--- src/rtl/uart_word_tx_if.sv ---
// Word handshake bundle for uart_word_tx: word data, valid, and the block's ready.
interface uart_word_tx_if #(
    parameter int unsigned bytes_p = 4
) ();
    logic [8*bytes_p-1:0] data_i;
    logic                 v_i;
    logic                 ready_o;

    modport master (output data_i, output v_i, input ready_o);
    modport slave  (input data_i, input v_i, output ready_o);
endinterface

--- src/rtl/uart_word_tx.sv ---
// Multi-byte 8N1 UART transmitter: LSB byte first, LSB bit first, internal baud timer.
// Define UART_WORD_TX_PARITY_EN to insert an even-parity bit after each byte's data bits.
module uart_word_tx #(
    parameter int unsigned clk_per_bit_p = 10416,
    parameter int unsigned bytes_p       = 4
) (
    input  logic           clk_i,
    input  logic           reset_i,
    uart_word_tx_if.slave  in_if,
    output logic           tx_o,
    output logic           busy_o,
    output logic           done_o
);
    localparam int unsigned TW = $clog2(clk_per_bit_p);
    localparam int unsigned BW = (bytes_p > 1) ? $clog2(bytes_p) : 1;
    localparam logic [TW-1:0] BIT_LAST  = TW'(clk_per_bit_p - 1);
    localparam logic [BW-1:0] BYTE_LAST = BW'(bytes_p - 1);

`ifdef UART_WORD_TX_PARITY_EN
    typedef enum logic [2:0] {IDLE, START, DATA, PARITY, STOP} state_t;
`else
    typedef enum logic [1:0] {IDLE, START, DATA, STOP} state_t;
`endif

    state_t               state;
    logic [TW-1:0]        timer;
    logic [2:0]           bit_idx;
    logic [BW-1:0]        byte_idx;
    logic [8*bytes_p-1:0] word;

    always_ff @(posedge clk_i or posedge reset_i) begin
        if (reset_i) begin
            state         <= IDLE;
            timer         <= '0;
            bit_idx       <= '0;
            byte_idx      <= '0;
            word          <= '0;
            tx_o          <= 1'b1;
            in_if.ready_o <= 1'b1;
            busy_o        <= 1'b0;
            done_o        <= 1'b0;
        end else begin
            done_o <= 1'b0;
            unique case (state)
                IDLE: begin
                    tx_o <= 1'b1;
                    if (in_if.v_i) begin
                        word          <= in_if.data_i;
                        state         <= START;
                        timer         <= '0;
                        byte_idx      <= '0;
                        tx_o          <= 1'b0;
                        in_if.ready_o <= 1'b0;
                        busy_o        <= 1'b1;
                    end
                end
                START: begin
                    if (timer == BIT_LAST) begin
                        timer   <= '0;
                        bit_idx <= '0;
                        state   <= DATA;
                        tx_o    <= word[0];
                    end else begin
                        timer <= timer + 1'b1;
                    end
                end
                DATA: begin
                    if (timer == BIT_LAST) begin
                        timer <= '0;
                        if (bit_idx == 3'd7) begin
`ifdef UART_WORD_TX_PARITY_EN
                            state <= PARITY;
                            tx_o  <= ^word[7:0];
`else
                            state <= STOP;
                            tx_o  <= 1'b1;
`endif
                        end else begin
                            bit_idx <= bit_idx + 3'd1;
                            tx_o    <= word[3'(bit_idx + 3'd1)];
                        end
                    end else begin
                        timer <= timer + 1'b1;
                    end
                end
`ifdef UART_WORD_TX_PARITY_EN
                PARITY: begin
                    if (timer == BIT_LAST) begin
                        timer <= '0;
                        state <= STOP;
                        tx_o  <= 1'b1;
                    end else begin
                        timer <= timer + 1'b1;
                    end
                end
`endif
                STOP: begin
                    if (timer == BIT_LAST) begin
                        timer <= '0;
                        if (byte_idx == BYTE_LAST) begin
                            // done_o rides on the single IDLE cycle that precedes any next handshake
                            state         <= IDLE;
                            done_o        <= 1'b1;
                            in_if.ready_o <= 1'b1;
                            busy_o        <= 1'b0;
                        end else begin
                            byte_idx <= byte_idx + 1'b1;
                            word     <= word >> 8;
                            state    <= START;
                            tx_o     <= 1'b0;
                        end
                    end else begin
                        timer <= timer + 1'b1;
                    end
                end
                default: begin
                    state         <= IDLE;
                    tx_o          <= 1'b1;
                    in_if.ready_o <= 1'b1;
                    busy_o        <= 1'b0;
                end
            endcase
        end
    end
endmodule
--- src/flat_wrapper.sv ---
// flat-port wrapper written by rule: the top's interface ports become plain ports
module uart_word_tx_flat 
#(
    parameter int unsigned clk_per_bit_p = 10416,
    parameter int unsigned bytes_p       = 4
)
  (clk_i, reset_i, tx_o, busy_o, done_o, in_if_data_i, in_if_v_i, in_if_ready_o);
  uart_word_tx_if #(.bytes_p(bytes_p)) in_if_i ();
  input  logic clk_i;
  input  logic reset_i;
  output logic tx_o;
  output logic busy_o;
  output logic done_o;
  input wire logic [$bits(in_if_i.data_i)-1:0] in_if_data_i;
  input wire logic [$bits(in_if_i.v_i)-1:0] in_if_v_i;
  output wire logic [$bits(in_if_i.ready_o)-1:0] in_if_ready_o;
  assign in_if_i.data_i = in_if_data_i;
  assign in_if_i.v_i = in_if_v_i;
  assign in_if_ready_o = in_if_i.ready_o;
  uart_word_tx #(.clk_per_bit_p(clk_per_bit_p), .bytes_p(bytes_p)) u_core (.clk_i(clk_i), .reset_i(reset_i), .in_if(in_if_i), .tx_o(tx_o), .busy_o(busy_o), .done_o(done_o));
endmodule
--- config.mk ---
export PLATFORM = sky130hd
export DESIGN_NAME = uart_word_tx_flat
export DESIGN_NICKNAME = d
export VERILOG_FILES = /design/src/rtl/uart_word_tx_if.sv /design/src/rtl/uart_word_tx.sv /design/src/flat_wrapper.sv
export SDC_FILE = /design/constraint.sdc
export NUM_CORES = 1
export LEC_CHECK = 0
export BUFFER_PORTS_ARGS = -buffer_cell sky130_fd_sc_hd__buf_2
export CAP_MARGIN = 20
export CORE_MARGIN = 2
export CORE_UTILIZATION = 50
export DETAILED_ROUTE_END_ITERATION = 12
export PLACE_DENSITY = 0.71
export SLEW_MARGIN = 5
export SYNTH_ARGS = -nofsm -noshare
export SYNTH_HDL_FRONTEND = slang
export SYNTH_SLANG_ARGS = --single-unit
--- constraint.sdc ---
create_clock -name clk_i -period 2.5 [get_ports clk_i]
set_clock_uncertainty 0.2 [all_clocks]
set_input_delay 0.125 -clock clk_i [delete_from_list [all_inputs] [get_ports clk_i]]
set_output_delay 0.125 -clock clk_i [all_outputs]
set_load 0.01 [all_outputs]
Word-level counts from Yosys, hierarchy flattened. Index checks and enable logic that the tools add are counted.

Logic and storage cells: 78. Register bits after elaboration: 57. Output and inout bits: 4. Bits of input ports: 35.

Multiplexer cells: 42. $add $sub $neg: 3. Eq/ne operators: 14. Reductions and logical operators: 9. Order comparisons: 1.

Operators by type and width (count): $mux W32 (3); $pmux W32 S2 (1); $mux W14 (2); $pmux W14 S2 (1); $mux W1 (17); $mux W2 (8); $reduce_and A4 Y1 (4); $add A14 B1 Y14 const B (1); $eq A14 B14 Y1 const B (1); $ne A2 B1 Y1 const B (5); $mux W3 (3); $pmux W2 S4 (1); $eq A2 B2 Y1 const B (3); $lt A3 B6 Y1 const B (1); $ne A2 B2 Y1 const B (3); $pmux W3 S2 (1); $reduce_and A5 Y1 (1); $pmux W1 S2 (2); $pmux W1 S4 (1); $pmux W2 S2 (1); $reduce_bool A2 Y1 (2); $add A3 B1 Y3 const B (1); $bmux W1 S3 (1); $eq A3 B3 Y1 const B (1); other kinds (4) (4).

Depth between registers and ports, before layout.
Word-level depth: 6. Depth in mapped cells: 9. Gate-level depth less buffers: 7.

Worst setup path after synthesis. Ideal clock, no wire load.

Kind: flip-flop to flip-flop. Start: register u_core.state[0]. End: register u_core.timer[13]. Clock period less this slack: 2.200 ns. Cell stages (with the launch flop): 8. Setup slack: 0.300 ns. Arrival time: 1.923 ns. Path buffers: 0. Data required time: 2.223 ns. Library setup time: 0.077 ns. Cell sequence: dfrtp_1 -> inv_1 -> ha_1 -> nor2b_1 -> nor4b_1 -> nand3_1 -> or3_1 -> a21oi_1.

Cells in the longest elaborated chain, start to end: 3. Elaborated cells on any way between the ends: 7. Classes of those cells: 4 x eq/ne; 1 x mux; 2 x reduce/logical.

RTL lines: from (decl) (line uart_word_tx.sv:25) `state_t state;`; from (signal assigned) (line uart_word_tx.sv:33) `state <= IDLE;`; from (signal assigned) (line uart_word_tx.sv:49) `state <= START;`; from (signal assigned) (line uart_word_tx.sv:61) `state <= DATA;`; $eq A2 B1 Y1 / $eq A2 B2 Y1 (equally long branches) (line uart_word_tx.sv:44) `unique case (state)`; $reduce_or A3 Y1 (no line); $pmux W14 S2 (line uart_word_tx.sv:44); to (signal assigned) (line uart_word_tx.sv:64) `timer <= timer + 1'b1;`; to (signal assigned) (line uart_word_tx.sv:83) `timer <= timer + 1'b1;`; to (signal assigned) (line uart_word_tx.sv:113) `timer <= timer + 1'b1;`; to (decl) (line uart_word_tx.sv:26) `logic [TW-1:0] timer;`.

Several ways; a longest one is shown, not always the timed one. A chain may end at the register's enable or synchronous reset.

Worst setup path after layout.
Start: register u_core.state[1]. End: register u_core.word[3].

Cells in the longest elaborated chain, start to end: 3. Elaborated cells on any way between the ends: 8. Classes of those cells: 4 x eq/ne; 1 x mux; 3 x reduce/logical.

RTL lines: $eq A2 B2 Y1 / $logic_not A2 Y1 (equally long branches) (line uart_word_tx.sv:44); $ne A2 B2 Y1 (no line), or another cell as far along; $reduce_and A4 Y1 (no line); to (signal assigned) (line uart_word_tx.sv:48) `word <= in_if.data_i;`; to (signal assigned) (line uart_word_tx.sv:108) `word <= word >> 8;`; to (decl) (line uart_word_tx.sv:29) `logic [8*bytes_p-1:0] word;`.

Several ways; a longest one is shown, not always the timed one.

==> flow_summary.toml <==
[drt]
drc = 0
ant_nets = 0
wl_met1_um = 3075
top_layer_used = "met4"
vias_per_cell = 5.959
dr_wl_met2_um = 3440
num_vias = 2497
wl_met3_um = 339
wl_per_cell_um = 17.09
drt-pass1-iter-count = 4
dr.first_iter.drc_count = 151
wirelength_um = 7160

[clocking]
postCtsSetupRepairBufs = 0
cts_buffers = 9
root_buffer = "clkbuf_8"
clockBufferDepth = 2
cts_tree = "built"
clk_latency_ns = 0.34
path_clk_slew_ns = 0.06
htree_levels = 3
clock_sinks = 57

[global_routing]
grt_pass1_vias = 2500
gr-total-overflow = 0
grt_max_degree = 34
grt_usage_pct = 25.02
antenna_found_initial = 0
grt_pass1_wl_um = 12100

[floorplan]
ioPinCount = 39
core_mm2 = 0.005574
std_cell_rows = 27
die_area_mm2 = 0.006455
initial_core_util_pct = 52.28
die_width_um = 80.34
die_y_um = 80.34

[synth]
netlist_instances = 265
synth_edf_count = 0
yosysTopAreaCellShare_pct = 47.23
syn_area_mm2 = 0.002914
synthArstFlopShare_pct = 100.0
ys_seq_area_share_pct = 49.03
yosysWarningCount = 0
synthFlopType = "dfrtp_1"
ys_ff_latch = 57
synth_area_leader_cell = "dfrtp_1"
ys_types = 44
ys_top_cells_by_area = "dfrtp_1, o21a_1, o32a_1"
synth_fp_nets = 309
synth_area_per_cell_um2 = 11.00

[finish]
final.fill_count = 431
multi_input_area_mm2 = 0.001378
antenna_cells = 0
register_area_mm2 = 0.001429
final_nets = 386
area_growth_pct = 28.85
drive_above_1_share_pct = 23.63

[power_and_ir_drop]
p_per_area_mw_per_mm2 = 1019
fin_total_pwr_uw = 3825
power.leakage_uw = 0.001611
vdd_drop_max_mv = 0.6421

[worst_setup_path]
cp_slowest_cell = "dfrtp_1"
crit_arrival_ns = 2.32
cpPeakStageDelay_ns = 0.40
path_max_fanout = 26
start_kind = "register"
critPathRequiredTime_ns = 2.53
worst-setup-path-type = "register to register"
crit_path_end_kind = "register"
crit_chain = "inv_1, ha_1, and2_1, a21oi_2, or3_1, buf_4, o32a_1, o21a_1"

[outcome]
status = "completed"

[placed_design]
place_congestion = 0.8222
io_buffers = 38
pre_cts_slack_ns = 0.2041
dp_hpwl_um = 4470

[timing]
period_share_pct = 91.35
max_freq_ghz = 0.4379
setup_violations = 0
slew_headroom_pct = 64.37
tns_ns = 0
worst_pin_slew_ns = 0.5337
finalWorstSetupSlack_ns = 0.2161
finalMaxSlewViolations = 0
fin_crit_ns = 2.284
rsz0062_at_grt = "no"
hold_violations = 0

[flow_run]
drv_cap = 0

[hold_path]
min_path_type = "input port to register"
-- final cells by class --
type / instances / share of cell area (%)
sequential: 57 / 38.05
multi-input combinational: 183 / 36.69
timing repair buffer: 84 / 17.13
clock buffer: 13 / 3.965
tap: 72 / 2.399
clock inverter: 3 / 1.066
inverter: 7 / 0.6998
-- power breakdown --
part	internal, uW	total (uW)	switching [uW]
registers	1240	1480	235
clock network	485	856	371
logic	722	1490	769
-- layout by cell type (no fill, tap or decap), types with 8 or more instances in the layout --
cell type      netlist  final
buf_2                3     38
clkbuf_8             0     10
dlygate4sd3_1        0     33
o21a_1              25     25
nand2_1             18     18
a22oi_1              8      8
xor2_1              10     10
ha_1                 9      9
o2bb2ai_1            8      8
o32a_1              18     18
o21ai_0             10     10
buf_4                0     11
nor2_1              20     20
dfrtp_1             55     55
-- metal layers --
metal | vias to the layer above | GRT usage (%)
li1 | 1161 | -
met1 | 1221 | 32.04
met2 | 85 | 38.25
met3 | 30 | 4.494
met4 | 0 | 17.46
met5 | - | 0
-- path summary, 6_finish.rpt --
check	startpoint	endpoint	slack [ns]	depth (start not counted)
min in group asynchronous	reset_i	u_core.word[31]$_DFFE_PP0P_	0.17	3
min	in_if_v_i	u_core.timer[1]$_DFFE_PP0P_	0.05	5
max	u_core.state[1]$_DFFE_PP0P_	u_core.word[3]$_DFFE_PP0P_	0.22	8
max reg2reg	u_core.state[1]$_DFFE_PP0P_	u_core.word[3]$_DFFE_PP0P_	0.22	8
max in group asynchronous	reset_i	u_core.state[0]$_DFFE_PP0P_	1.36	4
min reg2reg	u_core.tx_o$_DFFE_PP1P_	u_core.tx_o$_DFFE_PP1P_	0.28	2
-- logic make-up (layout without fill, tap and decap cells) --
family                   Yosys count  count (layout)  synth area share [%]
flip-flops                        57              57                 49.03
buffers and inverters             25             107                 4.250
adder cells (fa/ha/maj)            9               9                 3.864
XOR/XNOR                          10              10                 3.005
multiplexers                       4               4                 1.460
AO/OA/AOI/OAI                     95              95                 26.36
AND/OR/NAND/NOR                   65              65                 12.02
-- synthesized netlist by cell type (all sizes together), types with 2 or more instances --
library cell  instances
a21oi                 4
a221oi                2
a22o                  5
a22oi                 8
a31oi                 2
and4                  3
buf                   6
clkbuf               12
dfrtp                55
dfstp                 2
ha                    9
inv                   7
mux2                  2
mux2i                 2
nand2                18
nand2b                3
nand3                 6
nand4                 4
nor2                 20
o21a                 25
o21ai                10
o2bb2ai               8
o31ai                 2
o32a                 24
or3                   3
xor2                 10
-- sequential cells by signal, indices dropped and copies added, names as in the netlist --
name / cells
u_core.busy_o: 1
u_core.bit_idx: 3
u_core.state: 2
u_core.word: 32
u_core.tx_o: 1
u_core.in_if.ready_o: 1
u_core.byte_idx: 2
u_core.done_o: 1
u_core.timer: 14
-- critical path, delay by kind of cell, from the launching register on --
| kind | cells | cell delay (ns) |
|---|---|---|
| fa+ha+maj | 1 | 0.27 |
| simple gates | 2 | 0.54 |
| buf+inv | 2 | 0.38 |
| compound gates | 3 | 0.39 |
| flops | 1 | 0.40 |
-- stage by stage --
stage	hold WS, ns	std cells	cell area, um^2	utilization (%)
after floorplan	0.1246	265	2914	-
after global placement	-0.009831	370	3223	57.82
after detailed placement	-0.003241	370	3223	57.82
after CTS	0.03608	419	3742	67.14
after global routing	0.07006	419	3755	67.36
final	0.05487	419	3755	67.36
-- timing repair --
action	CTS	global route
resized for setup	0	2
endpoints found under the hold margin	56	0
endpoints found under the setup margin	0	2
hold buffers	33	0
(Power assumes the default switching activity.)
